`src/rtl/mem_arbiter.sv`:
```
// Two-requester block-memory arbiter: D-cache has fixed priority, and a bounded
// run of consecutive D grants keeps the I-cache from starving.
module mem_arbiter #(
    parameter int ADDR_WIDTH   = 28,
    parameter int DATA_WIDTH   = 128,
    parameter int D_MAX_CONSEC = 4
) (
    input  logic                  CLK,
    input  logic                  RESET,
    input  logic                  i_read,
    input  logic [ADDR_WIDTH-1:0] i_address,
    output logic [DATA_WIDTH-1:0] i_readdata,
    output logic                  i_busywait,
    input  logic                  d_read,
    input  logic                  d_write,
    input  logic [ADDR_WIDTH-1:0] d_address,
    input  logic [DATA_WIDTH-1:0] d_writedata,
    output logic [DATA_WIDTH-1:0] d_readdata,
    output logic                  d_busywait,
    output logic                  mem_read,
    output logic                  mem_write,
    output logic [ADDR_WIDTH-1:0] mem_address,
    output logic [DATA_WIDTH-1:0] mem_writedata,
    input  logic [DATA_WIDTH-1:0] mem_readdata,
    input  logic                  mem_ack,
    output logic [1:0]            grant
);

    localparam logic [3:0] C_MAX = 4'(D_MAX_CONSEC);

    // Encodings double as the debug grant value.
    typedef enum logic [1:0] {
        ST_IDLE    = 2'b00,
        ST_SERVE_I = 2'b01,
        ST_SERVE_D = 2'b10,
        ST_RECOVER = 2'b11
    } state_t;

    state_t                r_state;
    state_t                w_state_next;
    logic [3:0]            r_consec_cnt;
    logic                  r_d_is_write;
    logic [ADDR_WIDTH-1:0] r_mem_address;
    logic [DATA_WIDTH-1:0] r_mem_writedata;
    logic [DATA_WIDTH-1:0] r_i_readdata;
    logic [DATA_WIDTH-1:0] r_d_readdata;

    logic w_d_req;
    logic w_starve;
    logic w_grant_i;
    logic w_grant_d;
    logic w_ack_i;
    logic w_ack_d;

    assign w_d_req  = d_read | d_write;
    assign w_starve = i_read & (r_consec_cnt == C_MAX);
    assign w_ack_i  = (r_state == ST_SERVE_I) & mem_ack;
    assign w_ack_d  = (r_state == ST_SERVE_D) & mem_ack;

    always_comb begin
        w_state_next = r_state;
        w_grant_i    = 1'b0;
        w_grant_d    = 1'b0;
        case (r_state)
            ST_IDLE: begin
                if (w_d_req && !w_starve) begin
                    w_state_next = ST_SERVE_D;
                    w_grant_d    = 1'b1;
                end else if (i_read) begin
                    w_state_next = ST_SERVE_I;
                    w_grant_i    = 1'b1;
                end
            end
            ST_SERVE_I: if (mem_ack) w_state_next = ST_RECOVER;
            ST_SERVE_D: if (mem_ack) w_state_next = ST_RECOVER;
            ST_RECOVER: w_state_next = ST_IDLE;
            default:    w_state_next = ST_IDLE;
        endcase
    end

    always_ff @(posedge CLK) begin
        if (RESET) begin
            r_state         <= ST_IDLE;
            r_consec_cnt    <= '0;
            r_d_is_write    <= 1'b0;
            r_mem_address   <= '0;
            r_mem_writedata <= '0;
            r_i_readdata    <= '0;
            r_d_readdata    <= '0;
        end else begin
            r_state <= w_state_next;
            if (w_grant_d) begin
                r_mem_address   <= d_address;
                r_mem_writedata <= d_writedata;
                // A simultaneous read+write is treated as a write-back.
                r_d_is_write    <= d_write;
                if (i_read)
                    r_consec_cnt <= (r_consec_cnt >= C_MAX) ? C_MAX : r_consec_cnt + 4'd1;
                else
                    r_consec_cnt <= '0;
            end
            if (w_grant_i) begin
                r_mem_address <= i_address;
                r_consec_cnt  <= '0;
            end
            if (w_ack_i) r_i_readdata <= mem_readdata;
            if (w_ack_d) r_d_readdata <= mem_readdata;
        end
    end

    assign mem_read      = (r_state == ST_SERVE_I) | ((r_state == ST_SERVE_D) & ~r_d_is_write);
    assign mem_write     = (r_state == ST_SERVE_D) & r_d_is_write;
    assign mem_address   = r_mem_address;
    assign mem_writedata = r_mem_writedata;
    assign grant         = r_state;

    // Caches see the ack-cycle data immediately; the register keeps it afterwards.
    assign i_busywait = i_read & ~w_ack_i;
    assign d_busywait = w_d_req & ~w_ack_d;
    assign i_readdata = w_ack_i ? mem_readdata : r_i_readdata;
    assign d_readdata = w_ack_d ? mem_readdata : r_d_readdata;

endmodule
```
`config.mk`:
```
export PLATFORM = sky130hd
export DESIGN_NAME = mem_arbiter
export DESIGN_NICKNAME = d
export VERILOG_FILES = /design/src/rtl/mem_arbiter.sv
export SDC_FILE = /design/constraint.sdc
export NUM_CORES = 1
export LEC_CHECK = 0
export ABC_CLOCK_PERIOD_IN_PS = 4600
export BUFFER_PORTS_ARGS = -buffer_cell sky130_fd_sc_hd__buf_2
export CORE_AREA = 5 5 279 281
export DETAILED_ROUTE_END_ITERATION = 10
export DIE_AREA = 0 0 284 286
export GPL_TIMING_DRIVEN = 0
export PLACE_DENSITY = 0.55
export SLEW_MARGIN = 5
export SYNTH_ARGS = -nofsm -noshare
export SYNTH_HDL_FRONTEND = slang
export SYNTH_SLANG_ARGS = --single-unit
```
`constraint.sdc`:
```
create_clock -name CLK -period 4.6 [get_ports CLK]
set_input_delay 0.69 -clock CLK [delete_from_list [all_inputs] [get_ports CLK]]
set_output_delay 0.69 -clock CLK [all_outputs]
set_load 0.05 [all_outputs]
```
# ---- Word-level counts from Yosys, hierarchy flattened
# Index checks and enable logic that the tools add are counted.
# W data, S select, Z words.
dict set report op_classes {
  n_bitwise 12
  n_mux 15
  n_eq_ne 6
  reduce_logical 7
  magnitude_cmp 1
  addsub 1
}
# operator n
set ops {}
lappend ops {{$mux W128} 2}
lappend ops {{$mux W28} 2}
lappend ops {{$mux W4} 2}
lappend ops {{$and A1 B1 Y1} 7}
lappend ops {{$mux W2} 3}
lappend ops {{$pmux W2 S3} 1}
lappend ops {{$mux W1} 5}
lappend ops {{$add A4 B1 Y4 const B} 1}
lappend ops {{$eq A2 B2 Y1 const B} 2}
lappend ops {{$eq A4 B3 Y1 const B} 1}
lappend ops {{$ge A4 B3 Y1 const B} 1}
lappend ops {{$reduce_or A2 Y1} 2}
lappend ops {{$ne A3 B3 Y1 const B} 1}
lappend ops {{$not A1 Y1} 3}
lappend ops {{$eq A2 B1 Y1 const B} 1}
lappend ops {{$logic_not A2 Y1} 1}
lappend ops {{$ne A2 B1 Y1 const B} 1}
lappend ops {{$or A1 B1 Y1} 2}
lappend ops {{$reduce_and A2 Y1} 1}
lappend ops {{$reduce_bool A2 Y1} 1}
lappend ops {{$logic_and A1 B1 Y1} 1}
lappend ops {{$logic_not A1 Y1} 1}
dict set report word_totals {
  out_inout_bits 418
  word_cells 49
  reg_bits 419
  input_bits 318
}

# ---- Logic depth before layout (Yosys ltp)
dict set report depth {
  ltp_word 8
  mapped_depth 9
  ltp_nobuf 5
}

# ---- Worst setup path before layout
# OpenSTA, ideal clock, no wires.
dict set report synth_path {
  path_type {reg-to-output}
  from {reg r_state[0] (netlist: grant[0])}
  to {out d_readdata[107]}
  t_required_ns 3.910
  path_buffers 2
  path_stages_with_launch 7
  arrival_time_ns 2.153
  slack_ns 1.757
  cell_sequence {dfxtp_1 > inv_1 > ha_1 > nand2_1 > clkbuf_1 > buf_2 > mux2_2}
}
dict set report synth_via {
  elab_chain_len 3
}
# element line_no
set synth_lines {}
lappend synth_lines {{start, declared} 39} ;# state_t r_state;
lappend synth_lines {{start signal, assigned} 91} ;# r_state <= w_state_next;
lappend synth_lines {{$eq A2 B2 Y1} 58} ;# assign w_ack_d = (r_state == ST_SERVE_D) & mem_ack;
lappend synth_lines {{$and A1 B1 Y1} 58}
lappend synth_lines {{$mux W128} -}
lappend synth_lines {{end, declared} 18} ;# output logic [DATA_WIDTH-1:0] d_readdata,
# Every way passes these cells.

# ---- Final worst setup path
dict set report layout_path {
  from {reg r_state[0] (netlist: grant[0])}
  to {out d_readdata[10]}
}
# Same word-level chain as after synthesis.

==> results.cfg <==
[floorplanning]
fp.dieH_um = 286
initial_core_util_pct = 21.7
dieWidth_um = 284
rows = 101
placeableCoreArea_mm2 = 0.0752
floorplan.die_area_mm2 = 0.0812
floorplan.io_pins = 736

[synth]
synth_enable_flop_cells = 0
synth.yosys.warnings = 0
synth_nets = 1893
syn_inst = 1570
synth_top_area_cell = sky130_fd_sc_hd__dfxtp_1
synth_cell_type_count = 36
synthDominantCellAreaShare_pct = 51.5
synth_seq_cells = 419
synth_ff_type = sky130_fd_sc_hd__dfxtp_1
synth.top_cells.by_count = 419 x sky130_fd_sc_hd__dfxtp_1, 258 x sky130_fd_sc_hd__and2_1, 256 x sky130_fd_sc_hd__mux2_2
yosys.cell_count.top_type = sky130_fd_sc_hd__dfxtp_1
synth.top_cells.by_area = sky130_fd_sc_hd__dfxtp_1 52%, sky130_fd_sc_hd__mux2_2 18%, sky130_fd_sc_hd__and2_1 9.9%, sky130_fd_sc_hd__a21oi_1 4.1%, sky130_fd_sc_hd__o21ai_0 4.1%
ys_async_sr_fraction_pct = 0
postSynthAreaPerCell_um2 = 10.4
synthesis.area_mm2 = 0.0163
portion_of_the_post_synthesis_area_used_by_sequential_elements_pct = 51.5

[worst_hold_path]
timing.hold.worst.class = primary input to flip-flop

[clock_tree]
hold_buffers = 0
postCtsSetupRepairBufs = 0
cts_root_buf = sky130_fd_sc_hd__clkbuf_16
tritoncts.num_buffers = 49
clock_sink_count = 419
cts_max_path_buffers = 3
worstSkewPairLatency_ns = 0.58
clkSlewWorstSetupHoldPaths_ns = 0.06
cts_max_level = 2
cts_tree = done
cts-resized-gates = 0

[power_and_ir_drop]
p_clk_share_pct = 25.1
ir_drop_mv = 0.401
pwr-share-comb_pct = 45.3
power_density_mw_per_mm2 = 672
p_total_w = 0.0153
power_report.internal_total_w = 0.00828
leak_pwr_nw = 10.9
seq_power_share_pct = 29.6
power.switching_fraction_pct = 45.9
p_sw_w = 0.00704

[global_routing]
first_global_vias = 14700
gr-usage-all-layers_pct = 15.3
grt_start_max_net_pins = 14
grt_first_pass_wirelength_mm = 95.5
grt_overflow = 0
antenna_found_initial = 16

[detailed_routing]
detailedRoute.firstPassIterationCount = 5
initialDrtViolationCount = 678
wl_per_cell_um = 19.7
antenna_violating_nets_post_route = 0
routed_via_density = 4.37
drt_wl_total_mm = 66.7
detail_route.drc_violations = 0
routed-via-count = 14800

[worst_setup_path]
path_class = flip-flop to output port
critPathRequiredTime_ns = 3.91
worst-path-max-fanout = 10
worst_ep_arrival_time_ns = 3.65
timing.critical_path.to_type = output port
startpoint_type = flip-flop

[placement]
place_hpwl_mm = 52.5
gp_routability_congestion = 0.861
post_place_cell_area_mm2 = 0.0212
port_buffer_count = 734

[timing]
max_freq_mhz = 230
final.setup_skew_ns = 0.0156
timing_max_transition_violations_final = 0
worst-slew-pin-transition_ns = 1.22
finalCriticalPeriod_ns = 4.34
max_slew_margin_vs_limit_pct = 19.0
setup-violations-final = 0
fin_crit_sh_pct = 94.5
hold_viol = 0
grt_setup_unrepaired = false
totalNegativeSetupSlack_ns = 0

[job]
drv.max_cap_violation_count = 0

[cells_and_area]
finished_cell_area_mm2 = 0.0228
utilization_pct = 30.3
design.final.nets = 2678
area_growth_pct = 40.1
drive_gt1_share_pct = 46.0

[outcome]
run_status = completed
[metrics by stage]
step,instances,setup slack [ns],hold WS (ns)
2_1_floorplan,1570,1.76,0.435
3_3_place_gp,3282,0.623,0.458
3_5_place_dp,3282,0.625,0.458
4_1_cts,3373,0.0830,0.279
5_1_grt,3382,0.0573,0.308
6_report,3389,0.255,0.324
[per-layer routing]
layer	up-vias	GRT usage (%)	wire length, um
li1	7118	-	-
met1	6983	17.9	27200
met2	580	25.9	32000
met3	120	4.91	4950
met4	8	6.40	2540
met5	-	0	34
[power groups by stage]
stage	Clock, W	Combinational (W)	Sequential, W
finish	0.00384	0.00695	0.00453
global route	0.00410	0.00732	0.00459
CTS	0.00397	0.00700	0.00453
detailed placement	0	0.00699	0.00460
global placement	0	0.00700	0.00458
floorplan	0	0.00388	0.00582
[logic make-up after synthesis]
logic type | share of synthesized area [%]
flops | 51.5
simple gates | 16.1
mux | 17.7
fa+ha+maj | 0.384
compound gates | 10.4
buf+inv | 3.88
[cell type report]
cell class | instances | area [um^2]
Multi-Input combinational cell | 1001 | 7270
Fill cell | 8098 | 52400
Antenna cell | 16 | 40.0
Sequential cell | 419 | 8390
Tap cell | 978 | 1220
Clock buffer | 73 | 1440
Clock inverter | 18 | 150
Timing Repair Buffer | 734 | 3670
Buffer | 144 | 609
Inverter | 6 | 22.5
[path summary, 6_finish.rpt]
check,cells past startpoint,from,to,slack [ns]
setup / recovery,7,grant[0],d_readdata[10],0.26
setup reg to reg,7,grant[0],r_d_readdata[11],1.48
hold / removal,2,i_address[0],mem_address[0],0.32
hold reg to reg,2,r_consec_cnt[3],r_consec_cnt[3],0.47
[cell usage in the layout, fill, tap and decap left out, types with 2 or more instances in the layout]
cell,instances
sky130_fd_sc_hd__a221o_1,28
sky130_fd_sc_hd__nand4_1,2
sky130_fd_sc_hd__and4_1,28
sky130_fd_sc_hd__a21oi_1,133
sky130_fd_sc_hd__nand3_1,129
sky130_fd_sc_hd__nor2_1,4
sky130_fd_sc_hd__clkinv_2,11
sky130_fd_sc_hd__nand2b_1,2
sky130_fd_sc_hd__o21ai_0,133
sky130_fd_sc_hd__dfxtp_1,419
sky130_fd_sc_hd__buf_2,759
sky130_fd_sc_hd__ha_1,5
sky130_fd_sc_hd__buf_6,5
sky130_fd_sc_hd__inv_1,6
sky130_fd_sc_hd__diode_2,16
sky130_fd_sc_hd__clkbuf_16,49
sky130_fd_sc_hd__buf_1,2
sky130_fd_sc_hd__clkinv_8,2
sky130_fd_sc_hd__clkbuf_1,124
sky130_fd_sc_hd__and2_1,258
sky130_fd_sc_hd__mux2_2,256
sky130_fd_sc_hd__clkbuf_8,12
sky130_fd_sc_hd__clkinvlp_4,2
sky130_fd_sc_hd__nand2_1,5
[state kept, by name, summed over array words and instances (netlist names)]
register,count
grant,2
r_i_readdata,128
r_d_is_write,1
mem_address,28
r_consec_cnt,4
mem_writedata,128
r_d_readdata,128
[critical path, stage by stage, from the launching register on]
cell	delay, ns
sky130_fd_sc_hd__dfxtp_1	0.39
sky130_fd_sc_hd__inv_1	0.08
sky130_fd_sc_hd__ha_1	0.24
sky130_fd_sc_hd__nand2_1	0.18
sky130_fd_sc_hd__clkbuf_1	0.88
sky130_fd_sc_hd__buf_2	0.61
sky130_fd_sc_hd__mux2_2	0.44
sky130_fd_sc_hd__buf_2	0.23
(Power assumes the default switching activity.)
